## config.mk

```make
export PLATFORM = sky130hd
export DESIGN_NAME = mem_bus_arbiter
export DESIGN_NICKNAME = d
export VERILOG_FILES = /design/src/rtl/pisa_bus_pkg.sv /design/src/rtl/mem_bus_arbiter_rr.sv /design/src/rtl/mem_bus_arbiter.sv
export SDC_FILE = /design/constraint.sdc
export NUM_CORES = 1
export LEC_CHECK = 0
export BUFFER_PORTS_ARGS = -buffer_cell sky130_fd_sc_hd__buf_2
export CAP_MARGIN = 20
export CELL_PAD_IN_SITES_DETAIL_PLACEMENT = 0
export CELL_PAD_IN_SITES_GLOBAL_PLACEMENT = 1
export CORE_MARGIN = 2
export CORE_UTILIZATION = 31
export DETAILED_ROUTE_END_ITERATION = 6
export PLACE_DENSITY_LB_ADDON = 0.1
export SKIP_CTS_REPAIR_TIMING = 1
export SLEW_MARGIN = 20
export SYNTH_ARGS = -nofsm -noshare
export SYNTH_HDL_FRONTEND = slang
export SYNTH_SLANG_ARGS = --single-unit
```

## constraint.sdc

```tcl
create_clock -name clk -period 1.95 [get_ports clk]
set_input_delay 0.2925 -clock clk [delete_from_list [all_inputs] [get_ports clk]]
set_output_delay 0.2925 -clock clk [all_outputs]
set_load 0.01 [all_outputs]
```

## src/rtl/pisa_bus_pkg.sv

```systemverilog
// Shared types and constants for the two-requester system memory bus arbiter.
package pisa_bus_pkg;

    typedef enum logic [1:0] {
        IDLE   = 2'd0,
        ACCESS = 2'd1,
        WAIT   = 2'd2,
        RESP   = 2'd3
    } pisa_arb_state_t;

    localparam logic ARB_M_CORE = 1'b0;
    localparam logic ARB_M_DBG  = 1'b1;

    localparam int unsigned LAT_W = 4;

endpackage

```

## src/rtl/mem_bus_arbiter_rr.sv

```systemverilog
// Two-way round-robin pick: on a tie the requester that did not own the bus last wins.
module rr_arbiter_2
    import pisa_bus_pkg::*;
(
    input  logic [1:0] req,
    input  logic       last_grant,
    output logic [1:0] pick
);

    always_comb begin
        pick = req;
        if (req == 2'b11) begin
            pick = (last_grant == ARB_M_DBG) ? 2'b01 : 2'b10;
        end
    end

endmodule

```

## src/rtl/mem_bus_arbiter.sv

```systemverilog
// Shares the single-port memory bus between the Core and the debug/DMA port,
// one word per access with a fixed memory latency.
module mem_bus_arbiter
    import pisa_bus_pkg::*;
#(
    parameter int ADDR_W      = 32,
    parameter int DATA_W      = 32,
    parameter int MEM_LATENCY = 1
) (
    input  logic              clk,
    input  logic              rst,
    input  logic [1:0]        m_req,
    input  logic [1:0]        m_we,
    input  logic [ADDR_W-1:0] m0_addr,
    input  logic [ADDR_W-1:0] m1_addr,
    input  logic [DATA_W-1:0] m0_wdata,
    input  logic [DATA_W-1:0] m1_wdata,
    output logic [1:0]        m_gnt,
    output logic [1:0]        m_ack,
    output logic [DATA_W-1:0] rdata,
    output logic              grant_id,
    output logic              busy,
    output logic [ADDR_W-1:0] mem_address,
    output logic [DATA_W-1:0] mem_data_out,
    output logic              mem_write_enable,
    input  logic [DATA_W-1:0] mem_data_in
);

    if (MEM_LATENCY < 1 || MEM_LATENCY > 15) begin : g_bad_latency
        $error("mem_bus_arbiter: MEM_LATENCY must be within 1..15");
    end

    localparam logic [LAT_W-1:0] LAT_END = LAT_W'(MEM_LATENCY);

    pisa_arb_state_t  state;
    logic             last_grant;
    logic             owner;
    logic             owner_we;
    logic [LAT_W-1:0] cnt;
    logic [1:0]       pick;

    rr_arbiter_2 u_rr (
        .req        (m_req),
        .last_grant (last_grant),
        .pick       (pick)
    );

    // Outputs are registered one state ahead, so each is valid in the state it belongs to.
    always_ff @(posedge clk) begin
        if (rst) begin
            state            <= IDLE;
            last_grant       <= ARB_M_DBG;
            owner            <= ARB_M_CORE;
            owner_we         <= 1'b0;
            cnt              <= '0;
            m_gnt            <= '0;
            m_ack            <= '0;
            rdata            <= '0;
            grant_id         <= 1'b0;
            busy             <= 1'b0;
            mem_address      <= '0;
            mem_data_out     <= '0;
            mem_write_enable <= 1'b0;
        end else begin
            m_gnt            <= '0;
            m_ack            <= '0;
            mem_write_enable <= 1'b0;
            case (state)
                IDLE: begin
                    if (pick != 2'b00) begin
                        if (pick[ARB_M_DBG]) begin
                            mem_address      <= m1_addr;
                            mem_data_out     <= m1_wdata;
                            owner_we         <= m_we[ARB_M_DBG];
                            mem_write_enable <= m_we[ARB_M_DBG];
                        end else begin
                            mem_address      <= m0_addr;
                            mem_data_out     <= m0_wdata;
                            owner_we         <= m_we[ARB_M_CORE];
                            mem_write_enable <= m_we[ARB_M_CORE];
                        end
                        owner      <= pick[ARB_M_DBG];
                        last_grant <= pick[ARB_M_DBG];
                        grant_id   <= pick[ARB_M_DBG];
                        m_gnt      <= pick;
                        busy       <= 1'b1;
                        state      <= ACCESS;
                    end
                end
                ACCESS: begin
                    cnt   <= LAT_W'(1);
                    state <= WAIT;
                end
                WAIT: begin
                    if (cnt == LAT_END) begin
                        if (!owner_we) begin
                            rdata <= mem_data_in;
                        end
                        m_ack <= owner ? 2'b10 : 2'b01;
                        state <= RESP;
                    end else begin
                        cnt <= cnt + LAT_W'(1);
                    end
                end
                RESP: begin
                    busy  <= 1'b0;
                    state <= IDLE;
                end
                default: state <= IDLE;
            endcase
        end
    end

endmodule
```

# Word-level counts from Yosys, hierarchy flattened
# Cells that the tools add are included.
# classes
n_mux,13
reduce_logical,11
eq_ne,8
shift,0
div_mod_pow,0
n_lt_le_gt_ge,0
bitwise_logic,5
addsub,1
n_mul,0
# ops
op,count
2-to-1 mux 32 bit,2
2-to-1 mux 2 bit,5
case mux 2 bit (4 select lines),1
case mux 4 bit (2 select lines),1
AND reduction 2 bit,4
== test 2 bit (second input constant),3
!= test 2 bit (second input constant),3
nonzero test 2 bit,3
OR reduction 3 bit,2
inverter 1 bit,5
adder 4 x 1 -> 4 bit (second input constant),1
== test 4 x 1 -> 1 bit (second input constant),1
2-to-1 mux 4 bit,1
AND reduction 3 bit,1
== test 2 x 1 -> 1 bit (second input constant),1
zero test 2 bit,1
2-to-1 mux 1 bit,2
case mux 1 bit (2 select lines),1
# totals
output_inout_bits,103
elab_cells,50
rom_bits,0
mem_bits_rw,0
register_bits,111
latchBits,0
inputBits,166
n_memories,0

# Depth between registers and ports, before layout
# depth
ltp_word,5
depth_mapped,7
mapped_depth_nobuf,5

# By module
# From an unflattened synthesis, not the netlist that was laid out.
# hier_totals
hier_cells,506
hier_area_um2,5059.9
# by_module_without_submodules
module,instances,area_each_um2,cells_per_inst,seq_area_each_um2
mem_bus_arbiter,1,5041.1,503,2222.1
rr_arbiter_2,1,18.8,3,0.0

# Least setup slack after synthesis
# OpenSTA, ideal clock, no wires.
# synth_path
path_kind,flip-flop to flip-flop
startpoint,register state[0]
endpoint,register mem_data_out[10]
arrival_ns,1.375
setup_ns,0.133
setup_slack_ns,0.442
t_required_ns,1.817
period_less_slack_ns,1.508
path_stages_with_launch,7
path_buffers,2
path_cell_list,dfxtp_1 > inv_1 > ha_1 > o21a_1 > buf_2 > buf_1 > a21oi_1
# synth_between
elab_chain_len,2
# synth_lines
item,line_no,text
start: declaration,mem_bus_arbiter.sv:35,pisa_arb_state_t state;
start signal: assignment,mem_bus_arbiter.sv:51,state <= IDLE;
start signal: assignment,mem_bus_arbiter.sv:87,state <= ACCESS;
start signal: assignment,mem_bus_arbiter.sv:92,state <= WAIT;
zero test 2 bit,mem_bus_arbiter.sv:68,case (state)
AND reduction 2 bit (no source line),n/a,
end signal: assignment,mem_bus_arbiter.sv:73,mem_data_out <= m1_wdata;
end signal: assignment,mem_bus_arbiter.sv:78,mem_data_out <= m0_wdata;
end: declaration,mem_bus_arbiter.sv:24,"output logic [DATA_W-1:0] mem_data_out,"
# Every way passes these cells.
# A chain may end at the register's enable or synchronous reset.

# Worst setup path in the final report
# layout_path
startpoint,register state[1]
endpoint,register mem_address[23]
# layout_between
elab_chain_len,2
# layout_lines
item,line_no,text
zero test 2 bit,mem_bus_arbiter.sv:68,
AND reduction 2 bit (no source line),n/a,
end signal: assignment,mem_bus_arbiter.sv:72,mem_address <= m1_addr;
end signal: assignment,mem_bus_arbiter.sv:77,mem_address <= m0_addr;
end: declaration,mem_bus_arbiter.sv:23,"output logic [ADDR_W-1:0] mem_address,"
# Every way passes these cells.

==> reports/results.ini <==
[synthesis]
ys_seq_area_share_pct=47.5
post-synth-top-count-cell=dfxtp_1
async_flop_share_pct=0
synth_area_leaders=dfxtp_1, mux2i_1, a21oi_1, o21ai_0, nand2_1
ys_ff_latch=111
synth_area_leader_cell=dfxtp_1
syn_inst=494
avgSynthCellArea_um2=9.47
synth_edf_count=0
syn-cell-area_um2=4680
yosysWarnings=0
synth_common_cells=dfxtp_1, mux2i_1, a21oi_1
synthDistinctLibCells=37
synthFlopType=dfxtp_1
synth.top_cell.area_share_pct=47.5
synthesis.nets=667

[critical_path]
worstPathRequired_ns=2.22
r2r-start=state[1]
ff2ff_path_depth=6
crit_type=register to register
cp-end-kind=register
crit_path_max_fanout=45
rrSetupSlack_ns=0.23
start_kind=register
crit_arrival_ns=2.00
r2r_end=mem_address[23]

[grt]
grt_pass1_vias=4307
grt_max_degree=46
grt_pass1_wl_mm=20.9
grt_use_total_pct=16.3
grt_overflow=0
antenna_found_initial=0

[cells_and_area]
area_growth_syn_to_layout_pct=40.3
instances_no_fill=941
regArea_um2=2220
final_cell_area_um2=6560
antennaDiodeCount=0
nFillCells=1465
fin_util_pct=44.8
final_nets=925
multi_input_area_um2=2240
final_layout_size_suffix_gt1_share_pct=41.0

[clock_tree]
cts_buffer_depth=2
h-tree-depth=3
cts_tree=done
clock-sinks=111
clk_latency_ns=0.35
numCtsBuffers=9
clkTransAtPathRegs_ns=0.08
root_buffer=clkbuf_16

[detailed_routing]
dr.pass1.iters=5
via_per_inst=4.74
post-route-drc-count=0
drt_wl_total_mm=13.5
drt-wirelength-per-cell_um=14.3
first_iter_violations=182
vias=4456
ant_nets=0

[timing]
fin_skew_ns=0.00626
slew_headroom_pct=72.5
rsz0062_at_grt=false
setup_tns_ns=0
worstMarginPinSlew_ns=0.412
finalSetupViolations=0
slew_viol_final=0
max_freq_mhz=580
finalHoldViolations=0
fin_crit_ns=1.72
period_share_pct=88.4

[placement]
port_buffers=268
gp_congestion=0.762
hpwl_mm=10.4
placed_area_um2=6280
dp.cells=925

[worst_hold_path]
hold_path.class=primary input to register
min-delay-start=mem_data_in[14]
hold_path_end=rdata[14]
whs_path_depth=3

[floorplanning]
die_y_um=127
die_w_um=127
start_util_pct=31.9
io_pins=269
num_rows=44
coreArea_um2=14600
die-area_um2=16100

[pwr]
powerDensity_nw_per_um2=1130
vdd_ir_drop_max_mv=0.525
p_leak_nw=3.12

[flow_run]
cap_violations=0

[status]
outcome=completed

## sequential cells by signal, summed over array words and instances, names as in the netlist
name and flops:
rdata 32, last_grant 1, mem_data_out 32, state 2, owner 1, owner_we 1
m_gnt 2, cnt 4, m_ack 2, mem_address 32, mem_write_enable 1, busy 1
## where the power goes
part / leakage (nW) / total (mW) / internal, mW / switching [mW]
registers: 0.913 / 3.09 / 2.81 / 0.280
logic: 2.07 / 2.54 / 1.09 / 1.45
clock network: 0.137 / 1.75 / 0.884 / 0.871
## critical path: stages, from the launching register on
cell and delay, ns:
dfxtp_1 0.35, inv_1 0.11, ha_1 0.29, o21a_4 0.38
buf_12 0.24, o21ai_0 0.12, a21oi_1 0.15
## per-stage QoR
step,total power [mW],hold WS (ns),setup WS [ns]
global route,7.90,0.174,0.0259
floorplan,4.57,0.435,0.442
finish,7.38,0.181,0.226
global placement,5.64,0.439,0.342
detailed placement,5.70,0.444,0.230
CTS,7.49,0.164,0.216
## cell families (layout without fill, tap and decap cells)
group | count (synthesis) | count (layout) | share of synthesized area [%]
buffers and inverters | 47 | 310 | 5.13
AO/OA/AOI/OAI | 147 | 147 | 16.6
flip-flops | 111 | 111 | 47.5
multiplexers | 98 | 98 | 21.0
AND/OR/NAND/NOR | 84 | 84 | 7.92
adder cells (fa/ha/maj) | 7 | 7 | 1.87
## worst max-delay path by stage
| stage | start | to | slack (ns) | cells after the start |
|---|---|---|---|---|
| floorplan | state[0] | mem_data_out[10] | 0.44 | 6 |
| global placement | state[0] | mem_data_out[15] | 0.34 | 6 |
| detailed placement | state[0] | mem_data_out[23] | 0.23 | 6 |
| CTS | state[0] | mem_address[23] | 0.22 | 6 |
| global route | state[0] | mem_data_out[24] | 0.03 | 6 |
| finish | state[1] | mem_address[23] | 0.23 | 6 |
## cells in the final DEF (no fill, tap or decap), drive strengths merged, types with 2 or more instances in the layout
cell type | netlist | final
buf | 21 | 288
dfxtp | 111 | 111
mux2i | 98 | 98
a21oi | 69 | 69
o21ai | 67 | 67
nand2 | 66 | 66
clkbuf | 20 | 9
inv | 5 | 8
ha | 7 | 7
clkinv | 1 | 4
nand3b | 3 | 3
a211oi | 2 | 2
and3 | 2 | 2
nor2 | 2 | 2
nor3 | 2 | 2
## layer usage
metal	vias up	routed length [um]	global-route usage [%]
met5	-	0	0
met4	0	335	7.05
met3	20	936	4.18
met2	165	6770	29.0
met1	2014	5430	18.5
li1	2257	-	-
## layout make-up
cell class | instances | share of cell area (%)
Multi-Input combinational cell | 336 | 34.1
Timing Repair Buffer | 288 | 23.9
Clock buffer | 9 | 3.43
Clock inverter | 7 | 0.858
Sequential cell | 111 | 33.9
Tap cell | 184 | 3.51
Inverter | 6 | 0.362
No activity file was read; power rests on OpenSTA's default activity.
